<file path="src/rtl/elevator_door.sv">
// Elevator door controller: timed open/dwell/close sequencing with obstruction
// reversal, button overrides, served-floor pulse and a sticky motion fault.
module elevator_door #(
  parameter int unsigned MOVE_T  = 4,
  parameter int unsigned DWELL_T = 10
) (
  input  logic       clk,
  input  logic       reset,
  input  logic [7:0] q,
  input  logic       moving,
  input  logic       stop_req,
  input  logic       open_btn,
  input  logic       close_btn,
  input  logic       obstruct,
  output logic [1:0] door_state,
  output logic       door_open,
  output logic       door_busy,
  output logic [7:0] served,
  output logic       fault
);

  localparam logic [7:0] MOVE_LD  = 8'(MOVE_T - 1);
  localparam logic [7:0] DWELL_LD = 8'(DWELL_T - 1);

  typedef enum logic [1:0] {
    CLOSED  = 2'b00,
    OPENING = 2'b01,
    OPEN    = 2'b10,
    CLOSING = 2'b11
  } state_e;

  state_e     state_q, state_d;
  logic [7:0] timer_q, timer_d;
  logic       open_q, open_d;
  logic       busy_q, busy_d;
  logic [7:0] served_q, served_d;
  logic       fault_q, fault_d;

  always_ff @(posedge clk or posedge reset) begin
    if (reset) begin
      state_q  <= CLOSED;
      timer_q  <= 8'd0;
      open_q   <= 1'b0;
      busy_q   <= 1'b0;
      served_q <= 8'h00;
      fault_q  <= 1'b0;
    end else begin
      state_q  <= state_d;
      timer_q  <= timer_d;
      open_q   <= open_d;
      busy_q   <= busy_d;
      served_q <= served_d;
      fault_q  <= fault_d;
    end
  end

  // Reopen requests (obstruct/open_btn) dominate close_btn and timer expiry.
  always_comb begin
    state_d = state_q;
    timer_d = timer_q;
    unique case (state_q)
      CLOSED: begin
        if (!moving && (stop_req || open_btn)) begin
          state_d = OPENING;
          timer_d = MOVE_LD;
        end
      end
      OPENING: begin
        if (timer_q == 8'd0) begin
          state_d = OPEN;
          timer_d = DWELL_LD;
        end else begin
          timer_d = timer_q - 8'd1;
        end
      end
      OPEN: begin
        if (obstruct || open_btn) begin
          timer_d = DWELL_LD;
        end else if (close_btn || (timer_q == 8'd0)) begin
          state_d = CLOSING;
          timer_d = MOVE_LD;
        end else begin
          timer_d = timer_q - 8'd1;
        end
      end
      CLOSING: begin
        if (obstruct || open_btn) begin
          state_d = OPENING;
          timer_d = MOVE_LD;
        end else if (timer_q == 8'd0) begin
          state_d = CLOSED;
        end else begin
          timer_d = timer_q - 8'd1;
        end
      end
      default: begin
        state_d = CLOSED;
        timer_d = 8'd0;
      end
    endcase
  end

  // Outputs are derived from the next state so the registered copies line up
  // with door_state in the same cycle.
  always_comb begin
    open_d   = (state_d == OPEN);
    busy_d   = (state_d != CLOSED);
    served_d = ((state_q == OPENING) && (timer_q == 8'd0)) ? q : 8'h00;
    fault_d  = fault_q || (moving && (state_q != CLOSED));
  end

  assign door_state = state_q;
  assign door_open  = open_q;
  assign door_busy  = busy_q;
  assign served     = served_q;
  assign fault      = fault_q;

endmodule

</file>
<file path="config.mk">
export PLATFORM = sky130hd
export DESIGN_NAME = elevator_door
export DESIGN_NICKNAME = d
export VERILOG_FILES = /design/src/rtl/elevator_door.sv
export SDC_FILE = /design/constraint.sdc
export NUM_CORES = 1
export LEC_CHECK = 0
export ABC_AREA = 1
export CAP_MARGIN = 40
export CELL_PAD_IN_SITES_DETAIL_PLACEMENT = 0
export CELL_PAD_IN_SITES_GLOBAL_PLACEMENT = 1
export CORE_ASPECT_RATIO = 0.9
export CORE_MARGIN = 1.5
export CORE_UTILIZATION = 37
export CTS_CLUSTER_SIZE = 24
export DETAILED_ROUTE_END_ITERATION = 16
export GPL_TIMING_DRIVEN = 0
export PLACE_DENSITY_LB_ADDON = 0.1
export SLEW_MARGIN = 25
export SYNTH_ARGS = -nofsm -noshare
export SYNTH_HDL_FRONTEND = slang
export SYNTH_SLANG_ARGS = --single-unit
</file>
<file path="constraint.sdc">
create_clock -name clk -period 3.6 [get_ports clk]
set_input_delay 1.08 -clock clk [delete_from_list [all_inputs] [get_ports clk]]
set_output_delay 1.08 -clock clk [all_outputs]
set_load 0.005 [all_outputs]
</file>
==> results.cfg, run 1 <==
[critical_path]
critPathRequiredTime_ns = 2.52
worstSetupPathType = flip-flop to primary output
slowest_delay_ns = 0.55
crit_cells = 1
crit_family = buffers and inverters
critPathSlowestCell = clkdlybuf4s50_1
end_kind = primary output
ff2ff_setup_slack_ns = 1.96
startpoint_type = flip-flop
timing.rr.end = timer_q[7]
crit_arrival_ns = 1.32
path_buf_inv = 1
crit_fanout = 8
r2r_cells = 9
crit_chain = clkdlybuf4s50_1
worstReg2RegStart = timer_q[0]

[cts]
ctsResizeCount = 0
clk_path_buf_depth = 2
cts_tree = done
cts_made_buffers = 3
ctsHoldBuffers = 0
clockRootBuffer = clkbuf_4
clk_latency_ns = 0.29
clkTransAtPathRegs_ns = 0.11
post_cts_buffers = 0
cts_sinks = 21
htree_levels = 1

[routing]
drt-total-wl_um = 2198
vias = 952
drtIter0Drc = 58
viasPerCell = 4.308
drtAntennaViolNets = 0
routedWlPerCell_um = 9.946
first_pass_iters = 4
drc = 0

[floorplan]
coreArea_um2 = 2838
start_util = 0.4039
die_x_um = 61.67
num_io_pins = 28
dieArea_um2 = 3441
die_h_um = 55.80
num_rows = 18

[sta]
rsz0062_at_grt = no
setup_viol = 0
fin_crit_sh = 0.6680
timing.fmax_mhz = 415.8
fin_hold_ws_ns = 0.4646
hold_viol = 0
worstMarginPinSlew_ns = 0.4421
fin_worst_skew_ns = 0.005128
period_minus_slack_ns = 2.405
finalMaxSlewViolations = 0
timing.slew.headroom = 0.7052
fin_tns_setup_ns = 0

[synth]
syn-num-nets = 166
seq_area_frac_synth = 0.4585
synth-warning-count = 0
synth_cell_types = 21
synth_area_um2 = 1146
synth_area_per_cell_um2 = 7.692
netlist_instances = 149
synth_seq_cells = 21

[job]
maxCapViolCount = 0

[pwr]
power_leakage_nw = 0.7897
irDropWorstVdd_uv = 290.3
power_density_nw_per_um2 = 634.6

[layout]
seq_area_um2 = 525.5
final_common_cell = nand2_1
layout_common_cells = nand2_1 (37), nor2_1 (29), inv_1 (27), clkdlybuf4s50_1 (27), dfrtp_1 (21)
fin_nets = 199
areaGrowthSynthToFinish_pct = 31.55
num_antenna_cells = 0
drive_gt1_frac = 0.08840
multiInputGateArea_um2 = 510.5
fill_cells = 292

[outcome]
status = completed

[grt]
track_usage = 0.1472
grt_pass1_wl_um = 3898
antenna_found_initial = 0
globalRoute.totalOverflow = 0
grt_pass1_vias = 910
grt_max_degree = 22

[placement]
gp_congestion = 0.7632
port_buffers = 27
hpwl_um = 1791

[min_path]
worstHoldPathCells = 1
holdCritPathClass = flip-flop to flip-flop
min_from = fault
holdPathEnd = fault
[sequential cells by signal, summed over array words and instances, names as in the netlist]
| name | flops |
|---|---|
| door_open | 1 |
| door_busy | 1 |
| fault | 1 |
| timer_q | 8 |
| served | 8 |
| door_state | 2 |
[kinds of logic (layout without fill, tap and decap cells)]
logic type,Yosys count,count (layout),synth area share
and+or+nand+nor,86,86,0.3548
xor gates and xnor gates,2,2,0.01529
buffers and inverters,28,60,0.09607
AOI/OAI and AO/OA,10,10,0.05349
DFF,21,21,0.4585
adders and majority gates,2,2,0.02183
[routing by layer]
layer  up-vias  share of wire  global-route usage
li1        511              -                   -
met1       417           0.49              0.2288
met2        22           0.44              0.2060
met3         2          0.054             0.03256
met4         0         0.0073             0.03647
met5         -              0                   0
[report_power, final]
part,internal [mW],switching (mW)
Combinational,0.202,0.304
Clock,0.0430,0.0625
Sequential,0.297,0.0487
[how the worst max path moves through the flow]
stage	startpoint	end	slack, ns
after floorplan	open_btn	timer_q[0]	1.67
after global placement	open_btn	timer_q[5]	1.09
after detailed placement	open_btn	timer_q[5]	1.07
after CTS	door_state[0]	door_state[0]	1.17
after global routing	door_state[0]	door_state[0]	1.10
final	door_state[0]	door_state[0]	1.20
[per-stage QoR]
stage | util | instances | total power [mW] | setup slack (ns) | cell area (µm²)
after global routing | 0.5313 | 221 | 1.064 | 1.101 | 1508
after floorplan | - | 149 | 0.7088 | 1.675 | 1146
after detailed placement | 0.5168 | 216 | 0.8628 | 1.071 | 1466
final | 0.5313 | 221 | 0.9568 | 1.195 | 1508
after CTS | 0.5260 | 220 | 0.9703 | 1.175 | 1493
after global placement | 0.5168 | 216 | 0.8542 | 1.088 | 1466
[cell usage after synthesis, drive strengths merged]
cell type  instances  area (µm²)
a21boi             1       7.510
a21o               1       7.510
a21oi              3       15.01
dfrtp             21       525.5
ha                 2       25.02
inv               28       110.1
nand2             41       187.7
nand3             11       65.06
nand4              1       6.260
nor2              33       147.6
o21a               1       7.510
o21ai              4       23.77
xor2               2       17.52
[layout make-up]
class	count	share of cell area
well taps	40	0.03319
flip-flops and latches	21	0.3485
inverters	28	0.07303
repair buffers	28	0.1892
clock buffers	4	0.01743
multi-input cells	100	0.3386
No activity file was read; power rests on OpenSTA's default activity.
==> inputs of run 2 (changes only) <==
--- a/config.mk
+++ b/config.mk
@@ -11,7 +11,7 @@
 export CELL_PAD_IN_SITES_GLOBAL_PLACEMENT = 1
 export CORE_ASPECT_RATIO = 0.9
 export CORE_MARGIN = 1.5
-export CORE_UTILIZATION = 37
+export CORE_UTILIZATION = 35
 export CTS_CLUSTER_SIZE = 24
 export DETAILED_ROUTE_END_ITERATION = 16
 export GPL_TIMING_DRIVEN = 0
==> constraint.sdc (replaced) <==
create_clock -name clk -period 2.3 [get_ports clk]
set_input_delay 0.69 -clock clk [delete_from_list [all_inputs] [get_ports clk]]
set_output_delay 0.69 -clock clk [all_outputs]
set_load 0.005 [all_outputs]
==> run 2 against run 1 <==
Net effect:
- clock skew shrank 0.0038 ns
- register-to-register slack lost 1.4 ns
- sequential power grew 58%
- via count grew 1.6%
- clock power grew 69%
==> results.cfg, run 2 (synthesis results as in run 1) <==
[routing]
first_pass_iters = 4
drtAntennaViolNets = 0
drtIter0Drc = 31
drt-total-wl_um = 2333
viasPerCell = 4.336
drc = 0
vias = 967
routedWlPerCell_um = 10.46

[grt]
grtUsageMet3 = 0.02761
grt_pass1_wl_um = 3981
grt_max_degree = 22
antenna_found_initial = 0
grt_busiest_layer = met2
track_usage = 0.1375
grt_use_met2 = 0.2030
use_met1 = 0.2023
grt_pass1_vias = 917
globalRoute.totalOverflow = 0

[layout]
final_common_cell = nand2_1
layout_common_cells = nand2_1 (37), nor2_1 (29), inv_1 (27), clkdlybuf4s50_1 (27), dfrtp_1 (21)
fill_cells = 310
fin_nets = 199
drive_gt1_frac = 0.09392
areaGrowthSynthToFinish_pct = 32.10
num_antenna_cells = 0
post-route-cell-area_um2 = 1514
instances_no_fill = 223

[sta]
fin_tns_setup_ns = 0
timing.fmax_mhz = 492.5
timing.slew.headroom = 0.6772
worstMarginPinSlew_ns = 0.4841
period_minus_slack_ns = 2.030
fin_worst_skew_ns = 0.001316
fin_crit_sh = 0.8828
hold_viol = 0
finalMaxSlewViolations = 0
setup_viol = 0
rsz0062_at_grt = no

[critical_path]
crit_arrival_ns = 1.34
slowest_delay_ns = 0.55
worstReg2RegStart = timer_q[0]
crit_family = buffers and inverters
critPathCapture = door_state[0]
crit_start = door_state[0]
crit_cells = 1
r2r_cells = 9
crit_fanout = 8
path_buf_inv = 1
critPathSlowestCell = clkdlybuf4s50_1
critPathRequiredTime_ns = 1.61
crit_chain = clkdlybuf4s50_1
end_kind = primary output
worstSetupPathType = flip-flop to primary output
startpoint_type = flip-flop
ff2ff_setup_slack_ns = 0.58
timing.rr.end = timer_q[4]

[floorplan]
dieArea_um2 = 3627
start_util = 0.3709
num_io_pins = 28
coreArea_um2 = 3090
die_x_um = 63.32
num_rows = 19
die_h_um = 57.29

[job]
maxCapViolCount = 0

[pwr]
irDropWorstVdd_uv = 535.7
power_leakage_nw = 0.7887
power_mw = 1.516
power_density_nw_per_um2 = 1001

[cts]
post_cts_buffers = 0
clockRootBuffer = clkbuf_4
clk_latency_ns = 0.30
cts_sinks = 21
cts_made_buffers = 3
ctsResizeCount = 0
clk_path_buf_depth = 2
ctsHoldBuffers = 0
htree_levels = 1
cts_tree = done
clkTransAtPathRegs_ns = 0.12

[placement]
port_buffers = 27
hpwl_um = 1836
gp_congestion = 0.7740
post-place-cells = 218
placed_area_um2 = 1469

[min_path]
holdCritPathClass = flip-flop to flip-flop

[outcome]
status = completed
run 2: power breakdown:
| group | switching, mW | internal [mW] | total (mW) |
|---|---|---|---|
| Combinational | 0.477 | 0.316 | 0.793 |
| Sequential | 0.0798 | 0.464 | 0.544 |
| Clock | 0.113 | 0.0661 | 0.179 |
| Total | 0.670 | 0.846 | 1.52 |
run 2: area by class of cell:
class                           instances  area (µm²)  area share
Clock inverter                          1       7.507    0.004959
Multi-Input combinational cell        100       510.5      0.3372
Timing Repair Buffer                   28       285.3      0.1884
Tap cell                               42       52.55     0.03471
Inverter                               28       110.1     0.07273
Sequential cell                        21       525.5      0.3471
Clock buffer                            3       22.52     0.01488
run 2: through the flow:
stage          worst slack, ns  utilization  hold slack, ns
4_1_cts                 0.2517       0.4850          0.4823
3_3_place_gp            0.1180       0.4753          0.4417
6_report                0.2696       0.4899          0.4762
2_1_floorplan           0.7650            -          0.4510
3_5_place_dp            0.1051       0.4753          0.4533
5_1_grt                 0.2125       0.4899          0.5142
run 2: layer usage:
metal	wire length [µm]	vias to the layer above
met1	1175	431
met2	992	16
met3	152	2
li1	-	518
met5	0	-
met4	14	0
run 2: how the worst min path moves through the flow:
| stage | from | to | slack, ns | cells past startpoint |
|---|---|---|---|---|
| final | fault | fault | 0.48 | 1 |
| after global routing | fault | fault | 0.51 | 1 |
| after CTS | fault | fault | 0.48 | 1 |
| after detailed placement | fault | fault | 0.45 | 1 |
| after global placement | fault | fault | 0.44 | 1 |
| after floorplan | fault | fault | 0.45 | 1 |
==> inputs of run 3 (changes only) <==
--- a/config.mk
+++ b/config.mk
@@ -11,7 +11,7 @@
 export CELL_PAD_IN_SITES_GLOBAL_PLACEMENT = 1
 export CORE_ASPECT_RATIO = 0.9
 export CORE_MARGIN = 1.5
-export CORE_UTILIZATION = 35
+export CORE_UTILIZATION = 31
 export CTS_CLUSTER_SIZE = 24
 export DETAILED_ROUTE_END_ITERATION = 16
 export GPL_TIMING_DRIVEN = 0
==> constraint.sdc (replaced) <==
create_clock -name clk -period 1.85 [get_ports clk]
set_input_delay 0.555 -clock clk [delete_from_list [all_inputs] [get_ports clk]]
set_output_delay 0.555 -clock clk [all_outputs]
set_load 0.005 [all_outputs]
==> run 3 against run 2 <==
Net effect:
- sequential share of layout area shrank 0.62 points
- utilization fell by 4.2 points
- design area grew 2.1%
- clock skew up 0.0047 ns
- sequential power up 25%
- first-iteration DRC count up 9.7%
==> results.cfg, run 3 (synthesis results as in run 1) <==
[critical_path]
r2r_cells = 9
slowest_delay_ns = 0.52
crit_start = door_state[0]
ff2ff_setup_slack_ns = 0.18
crit_cells = 1
critPathRequiredTime_ns = 1.29
critPathSlowestCell = clkdlybuf4s50_1
crit_fanout = 8
crit_family = buffers and inverters
crit_arrival_ns = 1.22
worstSetupPathType = flip-flop to primary output
critPathCapture = door_state[0]
timing.rr.end = timer_q[7]
startpoint_type = flip-flop
crit_chain = clkdlybuf4s50_1
path_buf_inv = 1
end_kind = primary output
worstReg2RegStart = timer_q[0]

[cts]
post_cts_buffers = 0
cts_sinks = 21
cts_tree = done
htree_levels = 1
cts_made_buffers = 3
ctsResizeCount = 1
clk_latency_ns = 0.26
clkTransAtPathRegs_ns = 0.08
clockRootBuffer = clkbuf_8
ctsHoldBuffers = 0
clk_path_buf_depth = 2

[placement]
hpwl_um = 1895
gp_congestion = 0.7728
port_buffers = 27
post-place-cells = 220

[pwr]
combinationalPowerShare = 0.507
p_int_mw = 1.127
irDropWorstVdd_uv = 668.2
power_switching_mw = 0.8491
power_density_nw_per_um2 = 1279
switching_share = 0.4297
power_leakage_nw = 0.7963
clkPwrFrac = 0.150
seqPwrFrac = 0.343

[floorplan]
num_rows = 20
num_io_pins = 28
dieArea_um2 = 4071
die_x_um = 67.09
start_util = 0.3319
die_h_um = 60.69
coreArea_um2 = 3453

[layout]
fin_nets = 199
final_common_cell = nand2_1
multiInputGateArea_um2 = 523.0
seq_area_um2 = 526.8
drive_gt1_frac = 0.09945
num_antenna_cells = 0
fill_cells = 360
instances_no_fill = 225
layout_common_cells = nand2_1 (37), nor2_1 (29), inv_1 (27), clkdlybuf4s50_1 (27), dfrtp_1 (20)
areaGrowthSynthToFinish_pct = 34.83

[outcome]
status = completed

[routing]
drt-total-wl_um = 2441
first_pass_iters = 4
vias = 983
routedWlPerCell_um = 10.85
drc = 0
drtIter0Drc = 34
viasPerCell = 4.369
drtAntennaViolNets = 0

[sta]
fin_worst_skew_ns = 0.006033
worstMarginPinSlew_ns = 0.3471
fin_hold_ws_ns = 0.4662
timing.slew.headroom = 0.7683
timing.fmax_mhz = 563.2
period_minus_slack_ns = 1.776
setup_viol = 0
finalMaxSlewViolations = 0
fin_crit_sh = 0.9598
hold_viol = 0
rsz0062_at_grt = no

[grt]
grt_pass1_wl_um = 4084
grt_max_degree = 22
globalRoute.totalOverflow = 0
antenna_found_initial = 0
track_usage = 0.1345
grt_pass1_vias = 971

[min_path]
holdCritPathClass = flip-flop to flip-flop

[job]
maxCapViolCount = 0
[run 3: cell counts in the layout (fill, tap and decap cells not counted)]
No cell type changed its count.
[run 3: routing by layer]
layer / vias to the layer above / track usage / wire, µm
met5: - / 0 / 0
met4: 0 / 0.05248 / 16
met3: 2 / 0.02226 / 81
met2: 20 / 0.2306 / 1141
met1: 453 / 0.1711 / 1201
li1: 508 / - / -
[run 3: final cells by class]
type | instances | area share
flip-flops and latches | 21 | 0.3409
multi-input cells | 100 | 0.3385
repair buffers | 28 | 0.1822
inverters | 28 | 0.07126
well taps | 44 | 0.03563
clock buffers | 3 | 0.02672
clock inverters | 1 | 0.004858
[run 3: how the worst min path moves through the flow]
| stage | start | to | slack (ns) | depth (start not counted) |
|---|---|---|---|---|
| 6_report | fault | fault | 0.47 | 1 |
| 3_5_place_dp | fault | fault | 0.45 | 1 |
| 3_3_place_gp | fault | fault | 0.44 | 1 |
| 4_1_cts | fault | fault | 0.48 | 1 |
| 5_1_grt | fault | fault | 0.49 | 1 |
| 2_1_floorplan | fault | fault | 0.45 | 1 |
[run 3: per-stage QoR]
stage	power, mW	util	setup slack (ns)	area, µm²	TNS, ns
4_1_cts	1.996	0.4406	0.06553	1521	0
6_report	1.976	0.4475	0.07446	1545	0
3_5_place_dp	1.679	0.4261	-0.2062	1471	-1.432
5_1_grt	2.180	0.4475	0.002006	1545	0
3_3_place_gp	1.675	0.4261	-0.2103	1471	-1.458
2_1_floorplan	1.379	-	0.3945	1146	0
[run 3: power by group through the flow]
stage / Clock (mW) / Combinational [mW] / Sequential, mW
global placement: 0 / 0.995 / 0.680
floorplan: 0 / 0.714 / 0.665
CTS: 0.309 / 1.01 / 0.678
finish: 0.296 / 1.00 / 0.679
detailed placement: 0 / 0.994 / 0.685
global route: 0.329 / 1.15 / 0.696
